<file path="config.mk">
export PLATFORM = sky130hd
export DESIGN_NAME = prefix_and_or_seq
export DESIGN_NICKNAME = d
export VERILOG_FILES = /design/src/rtl/prefix_seq_pkg.sv /design/src/rtl/prefix_chunk.sv /design/src/rtl/prefix_and_or_seq.sv
export SDC_FILE = /design/constraint.sdc
export NUM_CORES = 1
export LEC_CHECK = 0
export BUFFER_PORTS_ARGS = -buffer_cell sky130_fd_sc_hd__buf_2
export CAP_MARGIN = 10
export CORE_ASPECT_RATIO = 0.75
export CORE_MARGIN = 2
export CORE_UTILIZATION = 35
export DETAILED_ROUTE_END_ITERATION = 10
export PLACE_DENSITY = 0.65
export REMOVE_ABC_BUFFERS = 1
export SLEW_MARGIN = 20
export SYNTH_ARGS = -nofsm -noshare
export SYNTH_HDL_FRONTEND = slang
export SYNTH_SLANG_ARGS = --single-unit
</file>
<file path="constraint.sdc">
create_clock -name CLK -period 3.5 [get_ports CLK]
set_input_delay 0.7 -clock CLK [delete_from_list [all_inputs] [get_ports CLK]]
set_output_delay 0.7 -clock CLK [all_outputs]
set_load 0.03 [all_outputs]
</file>
<file path="src/rtl/prefix_seq_pkg.sv">
// Shared types and sizing helpers for the chunk-serial prefix AND-OR engine.
package prefix_seq_pkg;

    typedef enum logic [1:0] {IDLE, RUN, DONE} prefix_seq_state_t;

    function automatic int num_chunks(input int width, input int chunk);
        return width / chunk;
    endfunction

endpackage

</file>
<file path="src/rtl/prefix_chunk.sv">
// One chunk of the prefix: local group generate/propagate in the chosen topology,
// then merged with the running carry and propagate from the lower chunks.
module prefix_chunk
    import prefix_seq_pkg::*;
#(
    parameter int chunk = 8,
    parameter int speed = 1
) (
    input  logic [chunk-1:0] gen,
    input  logic [chunk-1:0] prop,
    input  logic             carry,
    input  logic             grp_prop,
    output logic [chunk-1:0] go,
    output logic [chunk-1:0] po,
    output logic             carry_next,
    output logic             prop_next
);

    localparam int LG = $clog2(chunk);

    logic [chunk-1:0] gl;
    logic [chunk-1:0] pl;

    // In every topology node j is never rewritten in the level that reads it,
    // so the in-place update is safe.
    always_comb begin
        gl = gen;
        pl = prop;
        if (speed == 0) begin
            for (int i = 1; i < chunk; i++) begin
                gl[i] = gl[i] | (pl[i] & gl[i-1]);
                pl[i] = pl[i] & pl[i-1];
            end
        end else if (speed == 1) begin
            for (int l = 0; l < LG; l++)
                for (int i = 0; i < chunk; i++)
                    if ((i % (2 << l)) == ((2 << l) - 1)) begin
                        gl[i] = gl[i] | (pl[i] & gl[i-(1<<l)]);
                        pl[i] = pl[i] & pl[i-(1<<l)];
                    end
            for (int l = LG - 2; l >= 0; l--)
                for (int i = 0; i < chunk; i++)
                    if ((((i + 1) % (2 << l)) == (1 << l)) && ((i + 1) > (1 << l))) begin
                        gl[i] = gl[i] | (pl[i] & gl[i-(1<<l)]);
                        pl[i] = pl[i] & pl[i-(1<<l)];
                    end
        end else begin
            for (int l = 0; l < LG; l++)
                for (int i = 0; i < chunk; i++)
                    if (((i >> l) & 1) == 1) begin
                        gl[i] = gl[i] | (pl[i] & gl[((i >> l) << l) - 1]);
                        pl[i] = pl[i] & pl[((i >> l) << l) - 1];
                    end
        end
    end

    assign go         = gl | (pl & {chunk{carry}});
    assign po         = pl & {chunk{grp_prop}};
    assign carry_next = go[chunk-1];
    assign prop_next  = po[chunk-1];

endmodule

</file>
<file path="src/rtl/prefix_and_or_seq.sv">
// Chunk-serial prefix AND-OR engine: one chunk per cycle, carry/propagate
// held in registers between chunks, valid/ready on both sides.
module prefix_and_or_seq
    import prefix_seq_pkg::*;
#(
    parameter int width = 32,
    parameter int chunk = 8,
    parameter int speed = 1
) (
    input  logic             CLK,
    input  logic             RST,
    input  logic             in_valid,
    output logic             in_ready,
    input  logic [width-1:0] GI,
    input  logic [width-1:0] PI,
    input  logic             CI,
    output logic             out_valid,
    input  logic             out_ready,
    output logic [width-1:0] GO,
    output logic [width-1:0] PO
);

    localparam int N  = num_chunks(width, chunk);
    localparam int IW = (N > 1) ? $clog2(N) : 1;

    if ((chunk < 2) || ((chunk & (chunk - 1)) != 0) || ((width % chunk) != 0)
        || (speed < 0) || (speed > 2)) begin : g_bad_params
        $error("prefix_and_or_seq: illegal width/chunk/speed combination");
    end

    prefix_seq_state_t state;
    logic [IW-1:0]     idx;
    logic              c;
    logic              p;
    logic [width-1:0]  gi_r;
    logic [width-1:0]  pi_r;

    logic [chunk-1:0]  s_go;
    logic [chunk-1:0]  s_po;
    logic              s_c;
    logic              s_p;

    prefix_chunk #(
        .chunk (chunk),
        .speed (speed)
    ) u_chunk (
        .gen        (gi_r[idx*chunk +: chunk]),
        .prop       (pi_r[idx*chunk +: chunk]),
        .carry      (c),
        .grp_prop   (p),
        .go         (s_go),
        .po         (s_po),
        .carry_next (s_c),
        .prop_next  (s_p)
    );

    always_ff @(posedge CLK) begin
        if (RST) begin
            state     <= IDLE;
            in_ready  <= 1'b1;
            out_valid <= 1'b0;
            GO        <= '0;
            PO        <= '0;
            gi_r      <= '0;
            pi_r      <= '0;
            c         <= 1'b0;
            p         <= 1'b0;
            idx       <= '0;
        end else begin
            case (state)
                IDLE: begin
                    if (in_valid) begin
                        gi_r     <= GI;
                        pi_r     <= PI;
                        c        <= CI;
                        p        <= 1'b1;
                        idx      <= '0;
                        GO       <= '0;
                        PO       <= '0;
                        in_ready <= 1'b0;
                        state    <= RUN;
                    end
                end
                RUN: begin
                    GO[idx*chunk +: chunk] <= s_go;
                    PO[idx*chunk +: chunk] <= s_po;
                    c <= s_c;
                    p <= s_p;
                    // Exit is decided on the last chunk so idx never wraps.
                    if (idx == IW'(N - 1)) begin
                        out_valid <= 1'b1;
                        state     <= DONE;
                    end else begin
                        idx <= idx + 1'b1;
                    end
                end
                DONE: begin
                    if (out_ready) begin
                        out_valid <= 1'b0;
                        in_ready  <= 1'b1;
                        state     <= IDLE;
                    end
                end
                default: state <= IDLE;
            endcase
        end
    end

endmodule

</file>
==> impl_metrics.toml <==
[layout]
final_cell_mix = "nand2_1 (150), dfxtp_1 (136), buf_2 (133), a21oi_1 (92), nor2_1 (43)"
seqCellArea_um2 = 2720
mostFrequentLayoutCell = "nand2_1"
multiInputGateArea_um2 = 2610
syn_to_final_growth_pct = 25.6
nets = 824
drive_gt1_share_pct = 27.4
diodes = 0
fillers = 1558

[timing]
fmax_ghz = 0.362
setup_viol = 0
tightestPinTransition_ns = 0.821
finClkSkew_ns = 0.0101
slew_headroom_pct = 45.2
setup_slack_ns = 0.740
hold_viol = 0
period_needed_ns = 2.76
drv_slew = 0
min_period_over_period_pct = 78.9
rsz0062_at_grt = "no"

[run_status]
status = "complete, no violations"

[pwr]
peakVddDrop_v = 0.000335
intPower_mw = 2.82
pwr_density_cell_nw_per_um2 = 537
leakage_nw = 2.90
netSwitchingFraction_pct = 25.1
p_comb_share_pct = 9.2
pwr-share-clk_pct = 47.3
p_switching_uw = 943
power_frac_seq_pct = 43.4
p_total_mw = 3.76

[routing]
drt_iter0_markers = 347
viasPerCell = 5.16
finalWirelength_um = 15800
ant_nets = 0
drc = 0
routedWlPerCell_um = 16.3
num_vias = 4997
dr.pass1.iters = 5

[logic_synthesis]
synth.distinct_cells = 40
synth_area_leader_cell = "dfxtp_1"
synthCells = 634
yosys_warnings = 0
ys_top_cells_by_area = "dfxtp_1 (49%), nand2_1 (10%), a21oi_1 (8.3%), a22oi_1 (5.0%), mux4_2 (4.8%)"
ys_ff_latch = 136
syn_avg_cell_area_um2 = 8.79
synth.top_cell.area_share_pct = 48.8
syn_area_um2 = 5570
ys_seq_area_share_pct = 48.8

[placed_design]
port_buffers = 134
gp_congestion = 0.801
hpwlAfterDp_um = 11000
dpl_worst_slack_ns = 0.758

[critical_path]
worstReg2RegEnd = "GO[7]$_SDFFE_PP0P_"
cpPeakStageDelay_ns = 0.69
path_cells = "buf_4 -> mux4_1 -> and2_1 -> o211a_1 -> o21ai_4 -> o31ai_1"
critPathSlowestCell = "dfxtp_1"
required_ns = 3.78
rrSetupSlack_ns = 0.74
critical_path_arrival_ns = 3.04
crit_fanout = 14
end_kind = "flip-flop"
criticalPathCategory = "flip-flop to flip-flop"
crit_path_start_kind = "flip-flop"
reg2reg_depth = 6
r2r_start = "idx[1]$_SDFFE_PP0P_"

[clock_network]
post_cts_resized = 0
cts_max_path_buffers = 2
clk_latency_ns = 0.42
clk_pin_slew_ns = 0.06
cts_setup_buffers = 0
cts_made_buffers = 17
clock_sinks = 136
clockRootBuffer = "clkbuf_16"
ctsHtreeMaxLevel = 4
hold_buffers = 0
cts_tree = "built"

[die]
die_area_um2 = 17000
fp.dieW_um = 150
core_area_um2 = 15400
die_h_um = 113
io_pins = 135
start_util_pct = 36.1
core.rowCount = 39

[grt]
grt-ovfl-total = 0
grt_pass1_vias = 4627
grtUsageTotal_pct = 18.7
antenna_found_initial = 0
grt_pass1_wl_um = 24700
grt_start_max_net_pins = 121

[hold_path]
hold_start = "gi_r[8]$_SDFFE_PP0P_"
hold_class = "flip-flop to flip-flop"
min_delay_worst_endpoint = "gi_r[8]$_SDFFE_PP0P_"
hold_depth = 2

[flow_run]
cap_violations = 0
## logic make-up after synthesis
| kind of cell | count (synthesis) | share of synthesized area [%] |
|---|---|---|
| DFF | 136 | 48.8 |
| adders and majority gates | 4 | 0.898 |
| muxes | 18 | 7.14 |
| AOI/OAI and AO/OA | 179 | 20.1 |
| and+or+nand+nor | 241 | 18.6 |
| buffers and inverters | 56 | 4.47 |
## power groups by stage
| stage | Clock, mW | Combinational (mW) | Sequential (mW) |
|---|---|---|---|
| 6_report | 1.78 | 0.347 | 1.63 |
| 5_1_grt | 1.88 | 0.386 | 1.64 |
| 2_1_floorplan | 0 | 0.189 | 1.67 |
| 3_5_place_dp | 0 | 0.347 | 1.67 |
| 4_1_cts | 1.81 | 0.348 | 1.63 |
| 3_3_place_gp | 0 | 0.343 | 1.67 |
## worst max-delay path: cells and delay by family, from the launching register on
kind / cells / cell delay (ns)
muxes: 1 / 0.45
DFF: 1 / 0.69
buffers and inverters: 1 / 0.31
AOI/OAI and AO/OA: 3 / 0.90
and+or+nand+nor: 1 / 0.28
## metal layers
metal | up-vias | routed length, µm | global-route usage (%)
met5 | - | 0 | 0
met3 | 7 | 1260 | 5.69
li1 | 2456 | - | -
met1 | 2364 | 7310 | 26.4
met4 | 0 | 83 | 3.77
met2 | 170 | 7110 | 28.5
## through the flow
stage | std cells | TNS [ns] | utilization (%) | area (µm²) | hold slack (ns)
2_1_floorplan | 583 | -222.07 | - | 5340 | 0.425
3_3_place_gp | 937 | 0 | 41.5 | 6410 | 0.438
3_5_place_dp | 937 | 0 | 41.5 | 6410 | 0.447
4_1_cts | 969 | 0 | 45.4 | 7000 | 0.455
5_1_grt | 969 | 0 | 45.4 | 7000 | 0.471
6_report | 969 | 0 | 45.4 | 7000 | 0.453
## worst max path at each step
stage          slack, ns  cells after the start                  end                start
2_1_floorplan      -2.55                      5  GO[14]$_SDFFE_PP0P_             in_valid
4_1_cts             0.74                      6  GO[23]$_SDFFE_PP0P_  idx[1]$_SDFFE_PP0P_
3_3_place_gp        0.82                      6   GO[7]$_SDFFE_PP0P_  idx[1]$_SDFFE_PP0P_
5_1_grt             0.56                      6  GO[23]$_SDFFE_PP0P_  idx[1]$_SDFFE_PP0P_
3_5_place_dp        0.76                      6  GO[23]$_SDFFE_PP0P_  idx[1]$_SDFFE_PP0P_
6_report            0.74                      6   GO[7]$_SDFFE_PP0P_  idx[1]$_SDFFE_PP0P_
## cell usage after synthesis, drive strengths merged
| cell | count |
|---|---|
| o21ai | 23 |
| ha | 4 |
| nand2b | 1 |
| nor4bb | 1 |
| and4 | 2 |
| nand4 | 1 |
| nand2 | 151 |
| nand3 | 13 |
| a32oi | 11 |
| o211a | 1 |
| nor4b | 1 |
| nor2 | 43 |
| o211ai | 6 |
| clkbuf | 37 |
| mux2 | 2 |
| nor2b | 9 |
| o31ai | 3 |
| and2 | 8 |
| and3 | 4 |
| a221o | 1 |
| a21oi | 92 |
| or2 | 1 |
| nor3b | 4 |
| buf | 14 |
| inv | 5 |
| a22o | 1 |
| a21o | 3 |
| or3 | 1 |
| mux4 | 16 |
| dfxtp | 136 |
| nor4 | 1 |
| a22oi | 37 |
| o41ai | 1 |
## final cells by class
| cell class | instances | area share, % |
|---|---|---|
| repair buffers | 149 | 11.4 |
| multi-input cells | 442 | 37.3 |
| clock buffers | 19 | 6.47 |
| inverters | 5 | 0.268 |
| clock inverters | 13 | 2.05 |
| well taps | 205 | 3.66 |
| flip-flops and latches | 136 | 38.9 |
## flip-flops by register name, indices dropped and copies added, names as in the netlist
signal / count
c: 1
state: 2
gi_r: 32
GO: 32
out_valid: 1
in_ready: 1
PO: 32
p: 1
pi_r: 32
idx: 2
No activity file was read; power rests on OpenSTA's default activity.
